$ cat config.mk
export PLATFORM = sky130hd
export DESIGN_NAME = gradient_window
export DESIGN_NICKNAME = d
export VERILOG_FILES = /design/src/rtl/gradient_window.sv
export SDC_FILE = /design/constraint.sdc
export NUM_CORES = 1
export LEC_CHECK = 0
export CAP_MARGIN = 20
export CORE_MARGIN = 3
export CORE_UTILIZATION = 31
export DETAILED_ROUTE_END_ITERATION = 8
export PLACE_DENSITY = 0.61
export SLEW_MARGIN = 10
export SYNTH_ARGS = -nofsm -noshare
export SYNTH_HDL_FRONTEND = slang
export SYNTH_SLANG_ARGS = --single-unit
$ cat constraint.sdc
create_clock -name clk -period 5.85 [get_ports clk]
set_clock_uncertainty 0.1 [all_clocks]
set_input_delay 1.17 -clock clk [delete_from_list [all_inputs] [get_ports clk]]
set_output_delay 1.17 -clock clk [all_outputs]
set_load 0.02 [all_outputs]
$ cat src/rtl/gradient_window.sv
// gradient_window: 3x3 sliding-window centred-difference gradients with L1 magnitude
module gradient_window #(
   parameter  int DATA_WIDTH = 8,
   localparam int GRAD_WIDTH = DATA_WIDTH + 1
) (
   input  logic                         clk,
   input  logic                         rst,
   input  logic [3*DATA_WIDTH-1:0]      in_col,
   input  logic                         in_valid,
   input  logic                         in_border,
   output logic                         in_ready,
   output logic signed [GRAD_WIDTH-1:0] out_gx,
   output logic signed [GRAD_WIDTH-1:0] out_gy,
   output logic [DATA_WIDTH:0]          out_mag,
   output logic                         out_valid,
   input  logic                         out_ready
);
   localparam int W = DATA_WIDTH;
   // Only the window taps the gradients read are stored: the newest column in full
   // and the centre-row pixel of the column before it.
   logic [3*W-1:0] c2;
   logic [W-1:0] c1_mid;
   logic [1:0] fill;
   logic signed [GRAD_WIDTH-1:0] gx, gy, s1_gx, s1_gy;
   logic [GRAD_WIDTH-1:0] ax, ay;
   logic s1_valid, s1_en, s2_en, acc;
   assign s2_en = !out_valid || out_ready;
   assign s1_en = !s1_valid || s2_en;
   assign in_ready = s1_en;
   assign acc = in_valid && in_ready;
   assign gx = $signed({1'b0, in_col[2*W-1:W]}) - $signed({1'b0, c1_mid});
   assign gy = $signed({1'b0, c2[3*W-1:2*W]}) - $signed({1'b0, c2[W-1:0]});
   assign ax = s1_gx[GRAD_WIDTH-1] ? $unsigned(-s1_gx) : $unsigned(s1_gx);
   assign ay = s1_gy[GRAD_WIDTH-1] ? $unsigned(-s1_gy) : $unsigned(s1_gy);
   // Window shift, fill tracking and the two pipeline stages.
   always_ff @(posedge clk) begin
      if (rst) begin
         c2 <= '0;
         c1_mid <= '0;
         fill <= '0;
         s1_gx <= '0;
         s1_gy <= '0;
         s1_valid <= 1'b0;
         out_gx <= '0;
         out_gy <= '0;
         out_mag <= '0;
         out_valid <= 1'b0;
      end else begin
         if (acc) begin
            c2 <= in_col;
            c1_mid <= c2[2*W-1:W];
            fill <= (fill == 2'd3) ? fill : fill + 2'd1;
            s1_gx <= gx;
            s1_gy <= gy;
         end
         if (s1_en) s1_valid <= acc && fill[1] && !in_border;
         if (s2_en) begin
            out_gx <= s1_gx;
            out_gy <= s1_gy;
            out_mag <= ax + ay;
            out_valid <= s1_valid;
         end
      end
   end
endmodule

# ---- Word level (Yosys, flattened, before mapping)
# Cells that the tools add are included.
dict set report op_classes {
  n_addsub 6
  eq_ne 1
  mux 2
  n_bitwise 1
  n_reduce_logical 9
}
# cell n
set op_table {}
lappend op_table {{$mux 9} 2}
lappend op_table {{$neg 9->9} 2}
lappend op_table {{$sub 8x8->9} 2}
lappend op_table {{$add 9x9->9} 1}
lappend op_table {{$logic_and 1x1->1} 3}
lappend op_table {{$logic_not 1->1} 3}
lappend op_table {{$add 2x1->2 const B} 1}
lappend op_table {{$eq 2x2->1 const B} 1}
lappend op_table {{$logic_or 1x1->1} 2}
lappend op_table {{$reduce_and 2->1} 1}
lappend op_table {{$not 1->1} 1}
dict set report word_totals {
  reg_bits 81
  in_bits 29
  output_inout_bits 29
  elab_cells 29
}

# ---- Depth between registers and ports, before layout
# Gate-level depths: netlist of the first run.
dict set report depth {
  word_depth 6
  depth_mapped 11
  mapped_depth_nobuf 11
}

# ---- Worst setup path after synthesis of the first run
# No wires, ideal clock.
dict set report synth_timing {
  kind {input to register}
  from {in in_col[8]}
  to {reg s1_gx[6]}
  setup_ns 0.095
  arrival_ns 2.619
  t_required_ns 5.655
  setup_slack_ns 3.036
  cell_stages 8
  path_buffers 0
  cell_sequence {inv_1 > ha_1 > fa_1 > nor2b_1 > o31a_1 > o21ai_1 > a2111o_1 > o311ai_1}
}
dict set report synth_between {
  elab_chain_len 1
}
# element line_no
set synth_rtl {}
lappend synth_rtl {{start: declaration} 8} ;# input logic [3*DATA_WIDTH-1:0] in_col,
lappend synth_rtl {{$sub 8x8->9} 31} ;# assign gx = $signed({1'b0, in_col[2*W-1:W]}) - $signed({1'b0, c1_mid});
lappend synth_rtl {{end signal: assignment} 53} ;# s1_gx <= gx;
lappend synth_rtl {{end: declaration} 24} ;# logic signed [GRAD_WIDTH-1:0] gx, gy, s1_gx, s1_gy;
# Every way passes these cells.
# A chain may end at the register's enable or synchronous reset.

# ---- Worst setup path in the final report of the first run
dict set report layout_timing {
  from {in out_ready}
  to {out in_ready}
}
dict set report layout_between {
  elab_chain_len 2
}
# element line_no
set layout_rtl {}
lappend layout_rtl {{start: declaration} 16} ;# input logic out_ready
lappend layout_rtl {{$logic_or 1x1->1} 27} ;# assign s2_en = !out_valid || out_ready;
lappend layout_rtl {{$logic_or 1x1->1} 28} ;# assign s1_en = !s1_valid || s2_en;
lappend layout_rtl {{end: declaration} 11} ;# output logic in_ready,
# Every way passes these cells.

==> results.sh, run 1 <==
export IMPL_ys_types=49
export IMPL_path_class="in -> out"
export IMPL_p_leak_nw=1.93
export IMPL_cts_max_level=3
export IMPL_rsz0062_at_grt="no"
export IMPL_die_width_um=123
export IMPL_start_util_pct=31.7
export IMPL_p_per_area_nw_per_um2=297
export IMPL_drt_iter0_drc=228
export IMPL_synthArstFlopShare_pct=0
export IMPL_viasPerCell=4.84
export IMPL_routed_via_count=3685
export IMPL_nets=640
export IMPL_dp_hpwl_um=7020
export IMPL_insertion_delay_ns=0.33
export IMPL_ys_seq_area_share_pct=38.4
export IMPL_yosysWarnings=0
export IMPL_routed_wl_um=9660
export IMPL_holdCritStartpoint="c2[15]"
export IMPL_syn_to_final_growth_pct=23.5
export IMPL_synth_simple_area_share_pct=22.8
export IMPL_avgSynthCellArea_um2=7.80
export IMPL_route_detailed_drc=0
export IMPL_timing_rr_start="s1_gx[0]"
export IMPL_antenna_cells=0
export IMPL_synthAdderAreaFrac_pct=9.43
export IMPL_period_share_pct=66.2
export IMPL_gp_congestion=0.881
export IMPL_worst_path_max_fanout=4
export IMPL_cts_root_buffer="clkbuf_16"
export IMPL_synth_top_area_share_pct=38.4
export IMPL_grt_pass1_vias=3516
export IMPL_dr_pass1_iters=4
export IMPL_outcome="completed"
export IMPL_synth_compound_area_share_pct=19.1
export IMPL_ant_nets=0
export IMPL_setup_viol=0
export IMPL_tns_ns=0
export IMPL_holdCritPathClass="reg -> reg"
export IMPL_cp_data_arrival_time_ns=2.60
export IMPL_ir_worst_vdd_uv=129
export IMPL_crit_start="out_ready"
export IMPL_post_route_util_pct=39.2
export IMPL_final_cells=762
export IMPL_post_synth_top_area_cell="dfxtp_1"
export IMPL_endpoint_kind="output pin"
export IMPL_post_drt_wl_per_cell_um=12.7
export IMPL_grt_pass1_wl_um=16500
export IMPL_syn_nets=600
export IMPL_dieArea_um2=15100
export IMPL_post_cts_buffers=0
export IMPL_synthMuxAreaShare_pct=0.237
export IMPL_synth_edf_count=0
export IMPL_cts_clk_slew_worst_paths_ns=0.06
export IMPL_synth_xor_area_share_pct=3.53
export IMPL_tightest_slew_ns=1.03
export IMPL_antenna_found_initial=0
export IMPL_rows=42
export IMPL_syn_inst=541
export IMPL_fmax_mhz=258
export IMPL_synthTopCellsByArea="dfxtp_1 38%, nand2_1 12%, a21oi_1 8.1%"
export IMPL_cts_sinks=81
export IMPL_grt_max_degree=53
export IMPL_slew_viol_final=0
export IMPL_cts_resized=0
export IMPL_synthesis_area_um2=4220
export IMPL_synth_top_family_by_area="simple AND/OR/NAND/NOR gates"
export IMPL_tritoncts="done"
export IMPL_min_period_ns=3.87
export IMPL_port_buffer_count=57
export IMPL_groute_usage_overall_pct=13.5
export IMPL_synth_seq_cells=81
export IMPL_max_cap_violations=0
export IMPL_max_clock_path_buffers=2
export IMPL_grt_overflow=0
export IMPL_die_height_um=123
export IMPL_synth_flop_cell="dfxtp_1"
export IMPL_hold_violations=0
export IMPL_layout_drive_gt1_share_pct=5.12
export IMPL_required_ns=4.58
export IMPL_slew_headroom_pct=31.0
export IMPL_dp_cells=745
export IMPL_cts_buffers=9
export IMPL_coreArea_um2=13300
export IMPL_ios=58
export IMPL_start_kind="input pin"
export IMPL_postCtsHoldBufs=0
-- registers in the layout (all words and copies together) (netlist names) --
register and flops:
s1_gy 9, out_gx 9, out_mag 9, out_gy 9, out_valid 1, fill 2, s1_valid 1, c2 24
c1_mid 8, s1_gx 9
-- power by group --
| group | switching [W] | internal [W] | total (W) |
|---|---|---|---|
| combinational | 0.000186 | 0.000164 | 0.000351 |
| clock | 0.000216 | 0.000341 | 0.000557 |
| sequential | 0.0000422 | 0.000598 | 0.000640 |
| total | 0.000445 | 0.00110 | 0.00155 |
-- cell usage in the layout, fill, tap and decap left out, types with 3 or more instances in the layout --
| cell type | n |
|---|---|
| nor3_1 | 9 |
| nor4b_1 | 3 |
| o311ai_1 | 6 |
| o21a_1 | 4 |
| inv_1 | 32 |
| clkbuf_16 | 9 |
| a31oi_1 | 5 |
| nand2_1 | 135 |
| xnor2_1 | 17 |
| clkdlybuf4s50_1 | 56 |
| nand2b_1 | 5 |
| nor4_1 | 4 |
| fa_1 | 3 |
| nor2b_1 | 6 |
| a211oi_1 | 7 |
| nand3b_1 | 4 |
| o21ai_0 | 10 |
| o21ai_1 | 9 |
| nand4_1 | 5 |
| nand3_1 | 8 |
| ha_1 | 27 |
| dfxtp_1 | 81 |
| or4_1 | 3 |
| o31ai_1 | 4 |
| a21oi_1 | 68 |
| o211ai_1 | 4 |
| nor2_1 | 21 |
-- cell usage after synthesis, drive strengths merged, types with 2 or more instances --
library cell	instances
nor2	21
o31ai	4
a21oi	69
a21boi	2
dfxtp	81
or4	3
or3	2
or3b	2
o31a	2
nor4b	3
xnor2	17
fa	3
nor3	9
inv	34
nand2b	5
o21a	4
nor4	6
o311ai	6
buf	12
nor2b	7
a2111o	2
clkbuf	20
nand2	136
a211oi	8
nand3b	4
o21ai	19
ha	27
a31oi	5
a32oi	2
o211ai	4
nand3	8
nand4	5
-- layer usage --
| metal | GRT usage, % | vias to the layer above | wire length [µm] |
|---|---|---|---|
| met5 | 0 | - | 0 |
| met4 | 3.50 | 0 | 136 |
| met3 | 3.46 | 13 | 429 |
| met2 | 21.9 | 76 | 4320 |
| met1 | 17.8 | 1668 | 4770 |
| li1 | - | 1928 | - |
-- worst max-delay path, cell delays in order --
cell             delay [ns]
clkdlybuf4s50_1        0.52
nand3b_1               0.24
clkdlybuf4s50_1        0.66
-- final cells by class --
| cell class | count | area (µm²) |
|---|---|---|
| clock buffer | 11 | 243 |
| clock inverter | 5 | 55.1 |
| fill | 1412 | 8090 |
| inverter | 34 | 128 |
| multi-input combinational | 394 | 2330 |
| sequential | 81 | 1620 |
| tap | 176 | 220 |
| timing repair buffer | 61 | 612 |
-- worst paths after layout --
kind	slack, ns	end	depth (start not counted)
worst max-delay path	1.98	in_ready	3
worst min-delay path	0.35	c1_mid[7]	2
worst max register to register	3.09	out_mag[8]	10
worst min register to register	0.35	c1_mid[7]	2
-- logic make-up after synthesis --
group | after synthesis
buf+inv | 66
fa+ha+maj | 30
simple gates | 213
compound gates | 133
mux | 1
flops | 81
xor+xnor | 17
-- metrics by stage --
| stage | power (W) | hold WS, ns | setup WS (ns) | cell area [µm²] |
|---|---|---|---|---|
| 6_report | 0.00155 | 0.347 | 1.98 | 5210 |
| 3_3_place_gp | 0.000991 | 0.336 | 1.98 | 4880 |
| 2_1_floorplan | 0.000885 | 0.332 | 3.04 | 4220 |
| 5_1_grt | 0.00163 | 0.375 | 1.92 | 5210 |
| 4_1_cts | 0.00157 | 0.352 | 1.96 | 5200 |
| 3_5_place_dp | 0.00100 | 0.345 | 1.98 | 4900 |
No activity file was read; power rests on OpenSTA's default activity.
==> run 2, diff against run 1 <==
==> constraint.sdc (replaced) <==
create_clock -name clk -period 3.7 [get_ports clk]
set_clock_uncertainty 0.1 [all_clocks]
set_input_delay 0.74 -clock clk [delete_from_list [all_inputs] [get_ports clk]]
set_output_delay 0.74 -clock clk [all_outputs]
set_load 0.02 [all_outputs]
==> run 2 against run 1 <==
  * Register-to-register slack lost 2.1 ns
  * Routed wire length is 0.50% higher
  * Design area increased by 0.55%
  * Highest routed layer unchanged
  * Critical path depth unchanged
  * Sequential share of layout area down 0.17 points
  * Global-route usage grew 0.20 points
  * Sequential power grew 58%
  * Flip-flop and latch count stayed put
  * First-iteration DRC count decreased by 3.9%
==> results.sh, run 2 (synthesis gave the netlist of run 1 again) <==
export IMPL_grt_overflow=0
export IMPL_p_per_area_nw_per_um2=479
export IMPL_required_ns=2.86
export IMPL_rsz0062_at_grt="no"
export IMPL_ir_worst_vdd_uv=195
export IMPL_routed_via_count=3675
export IMPL_route_detailed_drc=0
export IMPL_cts_sinks=81
export IMPL_cts_clk_slew_worst_paths_ns=0.06
export IMPL_min_to="c1_mid[3]"
export IMPL_drt_iter0_drc=219
export IMPL_path_class="in -> out"
export IMPL_wl_met2_um=4340
export IMPL_tns_ns=0
export IMPL_max_clock_path_buffers=2
export IMPL_ant_nets=0
export IMPL_p_leak_nw=1.96
export IMPL_cts_resized=0
export IMPL_mostFrequentLayoutCells="135 x nand2_1, 81 x dfxtp_1, 68 x a21oi_1"
export IMPL_start_kind="input pin"
export IMPL_antenna_found_initial=0
export IMPL_max_cap_violations=0
export IMPL_seqPwrFrac_pct=40.3
export IMPL_postCtsHoldBufs=0
export IMPL_start_util_pct=31.7
export IMPL_timing_rr_start="s1_gx[0]"
export IMPL_viasPerCell=4.81
export IMPL_swShare_pct=27.5
export IMPL_placed_area_um2=4910
export IMPL_hold_violations=0
export IMPL_nets=642
export IMPL_holdPathStages=2
export IMPL_stdcell_area_um2=5240
export IMPL_dr_pass1_iters=4
export IMPL_post_route_util_pct=39.4
export IMPL_r2r_slack_ns=0.95
export IMPL_layout_drive_gt1_share_pct=5.44
export IMPL_post_drt_wl_per_cell_um=12.7
export IMPL_gp_congestion=0.892
export IMPL_grt_pass1_wl_um=16600
export IMPL_period_share_pct=80.6
export IMPL_dp_hpwl_um=7070
export IMPL_slew_viol_final=0
export IMPL_rows=42
export IMPL_cts_max_level=3
export IMPL_min_period_ns=2.98
export IMPL_reg2regPathDepth=10
export IMPL_worst_path_max_fanout=4
export IMPL_groute_usage_overall_pct=13.7
export IMPL_die_height_um=123
export IMPL_post_cts_buffers=0
export IMPL_holdCritStartpoint="c2[11]"
export IMPL_grt_max_degree=46
export IMPL_largest_reg_flops=24
export IMPL_coreArea_um2=13300
export IMPL_regMostFlops="c2"
export IMPL_cts_buffers=9
export IMPL_cp_data_arrival_time_ns=2.14
export IMPL_insertion_delay_ns=0.33
export IMPL_dp_slack_ns=0.655
export IMPL_rr_endpoint="out_mag[8]"
export IMPL_routed_wl_um=9710
export IMPL_grt_pass1_vias=3472
export IMPL_port_buffer_count=57
export IMPL_tightest_slew_ns=0.766
export IMPL_ios=58
export IMPL_route_layer_met1_wl_um=4850
export IMPL_top_layer="met4"
export IMPL_antenna_cells=0
export IMPL_layout_setup_ws_ns=0.717
export IMPL_pwr_share_clk_pct=37.7
export IMPL_syn_to_final_growth_pct=24.1
export IMPL_outcome="completed"
export IMPL_tritoncts="done"
export IMPL_holdCritPathClass="reg -> reg"
export IMPL_p_int_w=0.00182
export IMPL_setup_viol=0
export IMPL_dieArea_um2=15100
export IMPL_wl_met3_um=370
export IMPL_slew_headroom_pct=48.9
export IMPL_endpoint_kind="output pin"
export IMPL_final_common_cell="nand2_1"
export IMPL_fmax_mhz=335
export IMPL_die_width_um=123
export IMPL_cts_root_buffer="clkbuf_16"
export IMPL_switching_power_w=0.000691
export IMPL_combPwrFrac_pct=22.0
==> run 2: cell types whose count changed in the layout (fill, tap and decap cells not counted) <==
cell and change:
buf_12 -1, buf_6 -1, clkinv_2 -2, buf_4 +4, clkinvlp_4 -2, clkbuf_8 +4
==> run 2: per-layer routing <==
layer,up-vias,track usage [%]
met1,1662,19.0
met4,0,4.90
met2,66,21.1
li1,1935,-
met3,12,2.76
met5,-,0
==> run 2: worst max-delay path: stages <==
cell             delay, ns
clkdlybuf4s50_1       0.52
nand3b_1              0.23
clkdlybuf4s50_1       0.65
==> run 2: area by class of cell <==
cell class / count / area (µm²)
fillers: 1362 / 8060
multi-input cells: 394 / 2330
flip-flops and latches: 81 / 1620
repair buffers: 63 / 611
clock buffers: 15 / 298
well taps: 176 / 220
inverters: 34 / 128
clock inverters: 1 / 30.0
==> run 2: how the worst max path moves through the flow <==
| stage | from | cells after the start | slack [ns] | end |
|---|---|---|---|---|
| after floorplan | in_col[8] | 8 | 1.32 | s1_gx[6] |
| after global placement | in_col[8] | 9 | 0.73 | s1_gx[6] |
| after detailed placement | in_col[8] | 9 | 0.66 | s1_gx[6] |
| after CTS | out_ready | 3 | 0.70 | in_ready |
| after global routing | out_ready | 3 | 0.65 | in_ready |
| final | out_ready | 3 | 0.72 | in_ready |
==> run 2: power by group through the flow <==
stage               Clock (W)  Sequential [W]  Combinational [W]
floorplan                   0         0.00105           0.000350
global placement            0         0.00103           0.000540
detailed placement          0         0.00103           0.000551
CTS                  0.000974         0.00101           0.000555
global route          0.00102         0.00102           0.000620
finish               0.000947         0.00101           0.000552
==> run 2: through the flow <==
step / hold slack [ns] / cells / power, W
after CTS: 0.351 / 764 / 0.00254
after detailed placement: 0.342 / 748 / 0.00158
final: 0.351 / 764 / 0.00251
after global placement: 0.335 / 748 / 0.00157
after floorplan: 0.332 / 541 / 0.00140
after global routing: 0.372 / 764 / 0.00266
